File: src/rtl/btn_event_buffer_if.sv
// Memory-mapped bus bundle between the SoC master and the button event buffer.
// Single-cycle request pulse, registered one-cycle completion with read data.
interface btn_event_buffer_if;
  logic        bus_en;
  logic        bus_we;
  logic [3:0]  bus_addr;
  logic [31:0] bus_wdata;
  logic [31:0] bus_rdata;
  logic        bus_ready;

  modport master (
    output bus_en, bus_we, bus_addr, bus_wdata,
    input  bus_rdata, bus_ready
  );

  modport slave (
    input  bus_en, bus_we, bus_addr, bus_wdata,
    output bus_rdata, bus_ready
  );
endinterface

File: src/rtl/btn_event_buffer.sv
// Push-button responder: synchronises and debounces active-low pins, queues one
// event per accepted press, and exposes STATUS/EVENT/CTRL registers on the bus.
module btn_event_buffer #(
  parameter int NUM_BTNS        = 2,
  parameter int DEBOUNCE_CYCLES = 4,
  parameter int FIFO_DEPTH      = 4
) (
  input  logic                clk,
  input  logic                rst_n,
  input  logic [NUM_BTNS-1:0] btn_n,
  btn_event_buffer_if.slave   bus,
  output logic                irq
);

  localparam int AW = $clog2(FIFO_DEPTH);
  localparam int PW = AW + 1;
  localparam int CW = $clog2(DEBOUNCE_CYCLES + 1);
  localparam logic [CW-1:0] CNT_LAST = CW'(DEBOUNCE_CYCLES - 1);

  localparam logic [3:0] ADDR_STATUS = 4'h0;
  localparam logic [3:0] ADDR_EVENT  = 4'h4;
  localparam logic [3:0] ADDR_CTRL   = 4'h8;

  logic [NUM_BTNS-1:0] r_sync1;
  logic [NUM_BTNS-1:0] r_sync2;
  logic [CW-1:0]       r_cnt [NUM_BTNS];
  logic [NUM_BTNS-1:0] r_stable;
  logic [NUM_BTNS-1:0] r_pend;
  logic [7:0]          r_mem [FIFO_DEPTH];
  logic [PW-1:0]       r_wptr;
  logic [PW-1:0]       r_rptr;
  logic                r_ovf;
  logic                r_irq_en;
  logic                r_ready;
  logic [31:0]         r_rdata;

  logic [NUM_BTNS-1:0] w_pressed;
  logic [NUM_BTNS-1:0] w_accept;
  logic [NUM_BTNS-1:0] w_rise;
  logic [NUM_BTNS-1:0] w_sel_oh;
  logic [7:0]          w_sel_idx;
  logic                w_empty;
  logic                w_full;
  logic [PW-1:0]       w_occ;
  logic                w_bus_acc;
  logic                w_pop;
  logic                w_enq;
  logic                w_push;
  logic                w_drop;
  logic                w_ctrl_wr;
  logic                w_flush;
  logic [31:0]         w_status;
  logic [31:0]         w_rdata;
  logic                w_unused;

  assign w_pressed = ~r_sync2;

  // A level is accepted on the edge where it has differed from the stable
  // value for DEBOUNCE_CYCLES consecutive synced samples.
  always_comb begin
    w_accept = '0;
    for (int unsigned i = 0; i < NUM_BTNS; i++) begin
      w_accept[i] = (w_pressed[i] != r_stable[i]) && (r_cnt[i] == CNT_LAST);
    end
  end

  assign w_rise = w_accept & w_pressed;

  // Descending scan so the lowest pending index is the last one written.
  always_comb begin
    w_sel_oh  = '0;
    w_sel_idx = '0;
    for (int unsigned i = NUM_BTNS; i > 0; i--) begin
      if (r_pend[i-1]) begin
        w_sel_oh  = NUM_BTNS'(1) << (i - 1);
        w_sel_idx = 8'(i - 1);
      end
    end
  end

  assign w_empty = (r_wptr == r_rptr);
  assign w_full  = (r_wptr[AW] != r_rptr[AW]) && (r_wptr[AW-1:0] == r_rptr[AW-1:0]);
  assign w_occ   = r_wptr - r_rptr;

  assign w_bus_acc = bus.bus_en && !r_ready;
  assign w_pop     = w_bus_acc && !bus.bus_we && (bus.bus_addr == ADDR_EVENT) && !w_empty;
  assign w_ctrl_wr = w_bus_acc && bus.bus_we && (bus.bus_addr == ADDR_CTRL);
  assign w_flush   = w_ctrl_wr && bus.bus_wdata[1];
  assign w_enq     = |r_pend;
  assign w_push    = w_enq && (!w_full || w_pop) && !w_flush;
  assign w_drop    = w_enq && w_full && !w_pop;

  always_comb begin
    w_status                 = '0;
    w_status[NUM_BTNS-1:0]   = r_stable;
    w_status[8]              = w_empty;
    w_status[9]              = w_full;
    w_status[10]             = r_ovf;
    w_status[14:12]          = 3'(w_occ);
  end

  always_comb begin
    w_rdata = '0;
    if (!bus.bus_we) begin
      case (bus.bus_addr)
        ADDR_STATUS: w_rdata = w_status;
        ADDR_EVENT:  if (!w_empty) w_rdata = {1'b1, 23'b0, r_mem[r_rptr[AW-1:0]]};
        ADDR_CTRL:   w_rdata = {31'b0, r_irq_en};
        default:     w_rdata = '0;
      endcase
    end
  end

  assign w_unused = ^bus.bus_wdata[31:2];

  always_ff @(posedge clk or negedge rst_n) begin
    if (!rst_n) begin
      r_sync1  <= '1;
      r_sync2  <= '1;
      r_stable <= '0;
      for (int unsigned i = 0; i < NUM_BTNS; i++) begin
        r_cnt[i] <= '0;
      end
    end else begin
      r_sync1 <= btn_n;
      r_sync2 <= r_sync1;
      for (int unsigned i = 0; i < NUM_BTNS; i++) begin
        if (w_pressed[i] != r_stable[i]) begin
          if (w_accept[i]) begin
            r_stable[i] <= w_pressed[i];
            r_cnt[i]    <= '0;
          end else begin
            r_cnt[i] <= r_cnt[i] + 1'b1;
          end
        end else begin
          r_cnt[i] <= '0;
        end
      end
    end
  end

  // Flush takes precedence over any enqueue, drop or new press on the same edge.
  always_ff @(posedge clk or negedge rst_n) begin
    if (!rst_n) begin
      r_pend <= '0;
      r_wptr <= '0;
      r_rptr <= '0;
      r_ovf  <= 1'b0;
    end else if (w_flush) begin
      r_pend <= '0;
      r_wptr <= '0;
      r_rptr <= '0;
      r_ovf  <= 1'b0;
    end else begin
      r_pend <= (r_pend & ~w_sel_oh) | w_rise;
      if (w_push) r_wptr <= r_wptr + 1'b1;
      if (w_pop)  r_rptr <= r_rptr + 1'b1;
      if (w_drop) r_ovf  <= 1'b1;
    end
  end

  always_ff @(posedge clk) begin
    if (w_push) r_mem[r_wptr[AW-1:0]] <= w_sel_idx;
  end

  always_ff @(posedge clk or negedge rst_n) begin
    if (!rst_n) begin
      r_irq_en <= 1'b0;
      r_ready  <= 1'b0;
      r_rdata  <= '0;
    end else begin
      if (w_ctrl_wr) r_irq_en <= bus.bus_wdata[0];
      r_ready <= w_bus_acc;
      r_rdata <= w_bus_acc ? w_rdata : '0;
    end
  end

  assign bus.bus_ready = r_ready;
  assign bus.bus_rdata = r_rdata;
  assign irq           = r_irq_en && !w_empty;

endmodule
File: src/flat_wrapper.sv
// flat-port wrapper written by rule: the top's interface ports become plain ports
module btn_event_buffer_flat 
#(
  parameter int NUM_BTNS        = 2,
  parameter int DEBOUNCE_CYCLES = 4,
  parameter int FIFO_DEPTH      = 4
)
  (clk, rst_n, btn_n, irq, bus_bus_en, bus_bus_we, bus_bus_addr, bus_bus_wdata, bus_bus_rdata, bus_bus_ready);
  btn_event_buffer_if bus_i ();
  input  logic clk;
  input  logic rst_n;
  input  logic [NUM_BTNS-1:0] btn_n;
  output logic irq;
  input wire logic [$bits(bus_i.bus_en)-1:0] bus_bus_en;
  input wire logic [$bits(bus_i.bus_we)-1:0] bus_bus_we;
  input wire logic [$bits(bus_i.bus_addr)-1:0] bus_bus_addr;
  input wire logic [$bits(bus_i.bus_wdata)-1:0] bus_bus_wdata;
  output wire logic [$bits(bus_i.bus_rdata)-1:0] bus_bus_rdata;
  output wire logic [$bits(bus_i.bus_ready)-1:0] bus_bus_ready;
  assign bus_i.bus_en = bus_bus_en;
  assign bus_i.bus_we = bus_bus_we;
  assign bus_i.bus_addr = bus_bus_addr;
  assign bus_i.bus_wdata = bus_bus_wdata;
  assign bus_bus_rdata = bus_i.bus_rdata;
  assign bus_bus_ready = bus_i.bus_ready;
  btn_event_buffer #(.NUM_BTNS(NUM_BTNS), .DEBOUNCE_CYCLES(DEBOUNCE_CYCLES), .FIFO_DEPTH(FIFO_DEPTH)) u_core (.clk(clk), .rst_n(rst_n), .btn_n(btn_n), .bus(bus_i), .irq(irq));
endmodule
File: config.mk
export PLATFORM = sky130hd
export DESIGN_NAME = btn_event_buffer_flat
export DESIGN_NICKNAME = d
export VERILOG_FILES = /design/src/rtl/btn_event_buffer_if.sv /design/src/rtl/btn_event_buffer.sv /design/src/flat_wrapper.sv
export SDC_FILE = /design/constraint.sdc
export NUM_CORES = 1
export LEC_CHECK = 0
export BUFFER_PORTS_ARGS = -buffer_cell sky130_fd_sc_hd__buf_2
export CAP_MARGIN = 20
export CORE_UTILIZATION = 50
export CTS_CLUSTER_DIAMETER = 50
export DETAILED_ROUTE_END_ITERATION = 8
export PLACE_DENSITY = 0.8
export SLEW_MARGIN = 20
export SYNTH_ARGS = -nofsm -noshare
export SYNTH_HDL_FRONTEND = slang
export SYNTH_SLANG_ARGS = --single-unit
File: constraint.sdc
create_clock -name clk -period 4.95 [get_ports clk]
set_input_delay 0.2475 -clock clk [delete_from_list [all_inputs] [get_ports clk]]
set_output_delay 0.2475 -clock clk [all_outputs]
set_load 0.02 [all_outputs]
* Yosys cells after proc, flatten, opt, wreduce, memory -nomap -nowiden
Memories as Yosys holds them, arrays and structs flattened.
Cells that the tools add are included.
** Word-level totals
- RAM bits :: 32
- Logic and storage cells :: 83
- Memories kept :: 1
- Register bits after elaboration :: 55
- Latch bits :: 0
- Input bits :: 42
- ROM bits :: 0
** Operators by class
- Multipliers :: 0
- Add/subtract/negate cells :: 5
- Multiplexer cells :: 21
- Order comparisons :: 0
- Bitwise operators :: 5
- Equal/unequal tests :: 9
- Divide/modulo/power cells :: 0
- Reduce and logical (&&, ||, !) cells :: 29
- Shift-type cells :: 0
** Memory list
- u_core.r_mem :: words 4, width 8, rd ports 1, clocked after Yosys merged registers in 0, write ports 1, line btn_event_buffer.sv:29 : logic [7:0] r_mem [FIFO_DEPTH];
** Operators by type and width (count)
- $mux 32 :: 3
- $pmux 32 s3 :: 1
- $mux 3 :: 8
- $logic_and 1x1->1 :: 15
- $add 3x1->3 const B :: 4
- $mux 8 :: 1
- $eq 3x2->1 const B :: 2
- $logic_not 1->1 :: 6
- $mux 2 :: 3
- $reduce_bool 2->1 :: 3
- $mux 1 :: 5
- $and 2x2->2 :: 2
- $eq 4x3->1 const B :: 1
- $eq 4x4->1 const B :: 1
- $logic_not 4->1 :: 1
- $not 2->2 :: 2
- $reduce_and 2->1 :: 2
- $eq 3x3->1 :: 1
- $ne 1x1->1 :: 3
- $sub 3x3->3 :: 1
- $eq 2x2->1 :: 1
- $or 2x2->2 :: 1
- $reduce_or 2->1 :: 1
- $logic_or 1x1->1 :: 1

* Logic depth before layout (Yosys ltp)
- Depth after elaboration :: 10
- Depth in mapped cells :: 6
- Depth with buffers taken out :: 6

* Least setup slack after synthesis
OpenSTA, ideal clock, no wires.
- Path type :: register to register
- Start :: register u_core.r_wptr[0]
- End :: register, netlist name u_core.r_mem[0]
- Arrival :: 1.485 ns
- Data required time :: 4.707 ns
- Path slack :: 3.222 ns
- Stages on the path, launching flop included :: 7
- Clock period less this slack :: 1.728 ns
- Buffers on the path :: 0
- Setup time :: 0.243 ns
- Path through :: dfrtp_1 inv_1 ha_1 nand2_1 a211oi_2 nor2_1 and3_1
** RTL lines
- from (decl) :: line btn_event_buffer.sv:30 : logic [PW-1:0] r_wptr;
- from (signal assigned) :: line btn_event_buffer.sv:156 : if (w_push) r_wptr <= r_wptr + 1'b1;

==> out/summary.json <==
{
  "clock_network": {
    "worstSkewPairLatency_ns": 0.34,
    "numCtsBuffers": 5,
    "tritoncts": "done",
    "clockRootBuffer": "clkbuf_4",
    "clkSlewWorstSetupHoldPaths_ns": 0.11,
    "cts.repair.resized": 0,
    "buffers_inserted_by_post_cts_timing_repair": 0,
    "numClockSinks": 36,
    "ctsHtreeMaxLevel": 2,
    "clock_path_buffers": 2,
    "cts.hold.buffers_added": 3
  },
  "grt": {
    "grt_max_degree": 33,
    "grt_antenna_before_repair": 0,
    "grtUsageTotal_pct": 18.5,
    "grt_pass1_wl_um": 4880,
    "overflow_left_after_global_routing": 0,
    "grt_pass1_vias": 1143
  },
  "timing": {
    "finalClockSkew_ns": 0.0114,
    "fin_setup_tns_ns": 0,
    "number_of_failing_hold_endpoints_at_the_final_stage": 0,
    "slew-limit-headroom_pct": 53.9,
    "finalWorstPathRequiredPeriod_ns": 2.00,
    "tightest_slew_ns": 0.692,
    "achievable-frequency_mhz": 500,
    "setup_violations": 0,
    "final_min_period_over_clock_period_pct": 40.4,
    "unrepaired_setup_endpoints_after_global_routing": "no",
    "report.final.slew_viol_count": 0
  },
  "synth": {
    "syn_area_mm2": 0.00177,
    "count_of_different_cell_masters_after_synthesis": 37,
    "synth_top_family_by_area": "simple AND/OR/NAND/NOR gates",
    "synth_simple_gate_area_share_pct": 17.5,
    "yosys-mux-area-fraction_pct": 2.47,
    "synth-warning-count": 0,
    "synth-adder-area-share_pct": 7.48,
    "synthesis.instances": 156,
    "synth_seq_cells": 36,
    "synth_edf_count": 4,
    "synth-seq-area-share_pct": 52.2,
    "synth_async_sr_flop_share_pct": 88.9,
    "synth_xor_area_share_pct": 2.96,
    "dominantRegCellSynth": "dfrtp_1",
    "fraction_of_the_mapped_netlist_area_in_compound_gates_pct": 5.50,
    "syn_area_per_cell_um2": 11.4
  },
  "cells_and_area": {
    "multi_input_comb_area_um2": 723,
    "finish.instance_area_mm2": 0.00194,
    "n_antenna_cell": 0,
    "final_layout_size_suffix_gt1_share_pct": 19.3,
    "layout_commonest_cell": "dfrtp_1",
    "area.growth.synth_to_final_pct": 9.17,
    "finish.cell_count_without_fillers": 233,
    "post-route-util_pct": 57.6,
    "final.fill_count": 303,
    "seqCellArea_um2": 926,
    "layout.nets": 238,
    "most-common-layout-cells": "28 x dfrtp_1, 23 x conb_1, 22 x buf_2, 11 x nor2_1, 9 x ha_1"
  },
  "detailed_routing": {
    "detail_route.wl_per_cell_um": 12.0,
    "dr_total_vias": 1149,
    "drt_iter0_drcs": 27,
    "vias_per_cell": 4.93,
    "drt.antenna.violating_nets": 0,
    "detail_route.first_pass.iterations": 4,
    "finalWirelength_um": 2800,
    "detail_route.drc_violations": 0
  },
  "placement": {
    "dpl_cell_area_mm2": 0.00185,
    "dp.cells": 222,
    "place_hpwl_um": 2130,
    "routabilityCongestion": 0.792,
    "portBuffers": 22
  },
  "worst_setup_path": {
    "crit_type": "flop to flop",
    "required_ns": 5.06,
    "timing.critical_path.arrival_ns": 2.12,
    "timing.critical_path.from_type": "flop",
    "path_max_fanout": 7,
    "endpoint_kind": "flop"
  },
  "job": {
    "cap_violations": 0
  },
  "floorplan": {
    "design.portCount": 76,
    "start_util_pct": 52.7,
    "die_width_um": 61.5,
    "placementRows": 21,
    "floorplan.die_area_mm2": 0.00379,
    "die-height_um": 61.5,
    "floorplan.core_area_mm2": 0.00336
  },
  "pwr": {
    "power_per_cell_area_mw_per_mm2": 396,
    "total_leakage_power_uw": 0.000979,
    "vdd_ir_drop_max_uv": 240
  },
  "worst_hold_path": {
    "holdCritPathClass": "primary input to flop"
  },
  "outcome": {
    "outcome": "finished clean"
  }
}
[cell type report]
| class | instances | share of cell area, % |
|---|---|---|
| Clock buffer | 8 | 3.04 |
| Tap cell | 46 | 2.97 |
| Multi-Input combinational cell | 110 | 37.4 |
| Timing Repair Buffer | 25 | 7.24 |
| Inverter | 8 | 1.55 |
| Sequential cell | 36 | 47.8 |
[cells in the mapped netlist, types with 5 or more instances]
master   instances  area, µm²
inv_1            8       30.0
o21ai_0          5       25.0
nand2_1          5       18.8
and3_1           6       37.5
buf_4           23        173
ha_1             9        113
dfrtp_1         28        701
nor2_1          11       41.3
[metrics by stage]
| step | total power, µW | hold slack, ns | setup WS (ns) |
|---|---|---|---|
| 5_1_grt | 828 | 0.126 | 2.82 |
| 6_report | 767 | 0.140 | 2.95 |
| 3_5_place_dp | 611 | 0.333 | 2.98 |
| 4_1_cts | 776 | 0.132 | 2.96 |
| 2_1_floorplan | 560 | -0.0481 | 3.22 |
| 3_3_place_gp | 588 | 0.309 | 3.06 |
[final timing paths]
kind	from	end	slack (ns)	depth (start not counted)
min in group asynchronous	rst_n	u_core.bus.bus_rdata[0]$_DFF_PN0_	0.49	2
worst min register to register	u_core.r_sync1[1]$_DFF_PN1_	u_core.r_sync2[1]$_DFF_PN1_	0.36	0
worst max-delay path	u_core.r_wptr[0]$_DFFE_PN0P_	u_core.r_mem[3]$_DFFE_PP_	2.95	6
worst max register to register	u_core.r_wptr[0]$_DFFE_PN0P_	u_core.r_mem[3]$_DFFE_PP_	2.95	6
max in group asynchronous	rst_n	u_core.r_cnt[3]$_DFF_PN0_	4.02	2
worst min-delay path	bus_bus_wdata[0]	u_core.r_irq_en$_DFFE_PN0N_	0.14	2
[layer usage]
layer	share of wire, %	track usage, %	wire (µm)	vias up
met2	49	32.6	1390	48
met5	0	0	0	-
met4	3.4	8.57	95	0
met3	6.7	6.30	189	10
met1	40	19.9	1130	545
li1	-	-	-	546
[registers in the layout (all words and copies together), names as in the netlist]
register / cells
u_core.bus.bus_rdata: 9
u_core.bus.bus_ready: 1
u_core.r_cnt: 6
u_core.r_irq_en: 1
u_core.r_mem: 4
u_core.r_ovf: 1
u_core.r_pend: 2
u_core.r_rptr: 3
u_core.r_stable: 2
u_core.r_sync1: 2
u_core.r_sync2: 2
u_core.r_wptr: 3
[logic make-up after synthesis]
logic type / Yosys count
flip-flops: 36
buffers and inverters: 32
other: 1
AND/OR/NAND/NOR: 52
multiplexers: 3
adder cells (fa/ha/maj): 10
XOR/XNOR: 6
AO/OA/AOI/OAI: 16
[power by group]
part / leakage (µW) / total [µW] / internal, µW / switching (µW)
logic: 0.000494 / 216 / 84.3 / 131
registers: 0.000452 / 389 / 346 / 43.5
clock network: 0.0000326 / 162 / 70.1 / 92.1
total: 0.000979 / 767 / 500 / 267
[worst max-delay path, stage by stage (launching register included)]
cell      delay [ns]
dfrtp_1         0.41
inv_1           0.10
ha_1            0.33
nand2_1         0.13
a211oi_2        0.41
nor2_1          0.16
and3_1          0.22
Note: power is estimated with default switching activity, not from simulation.
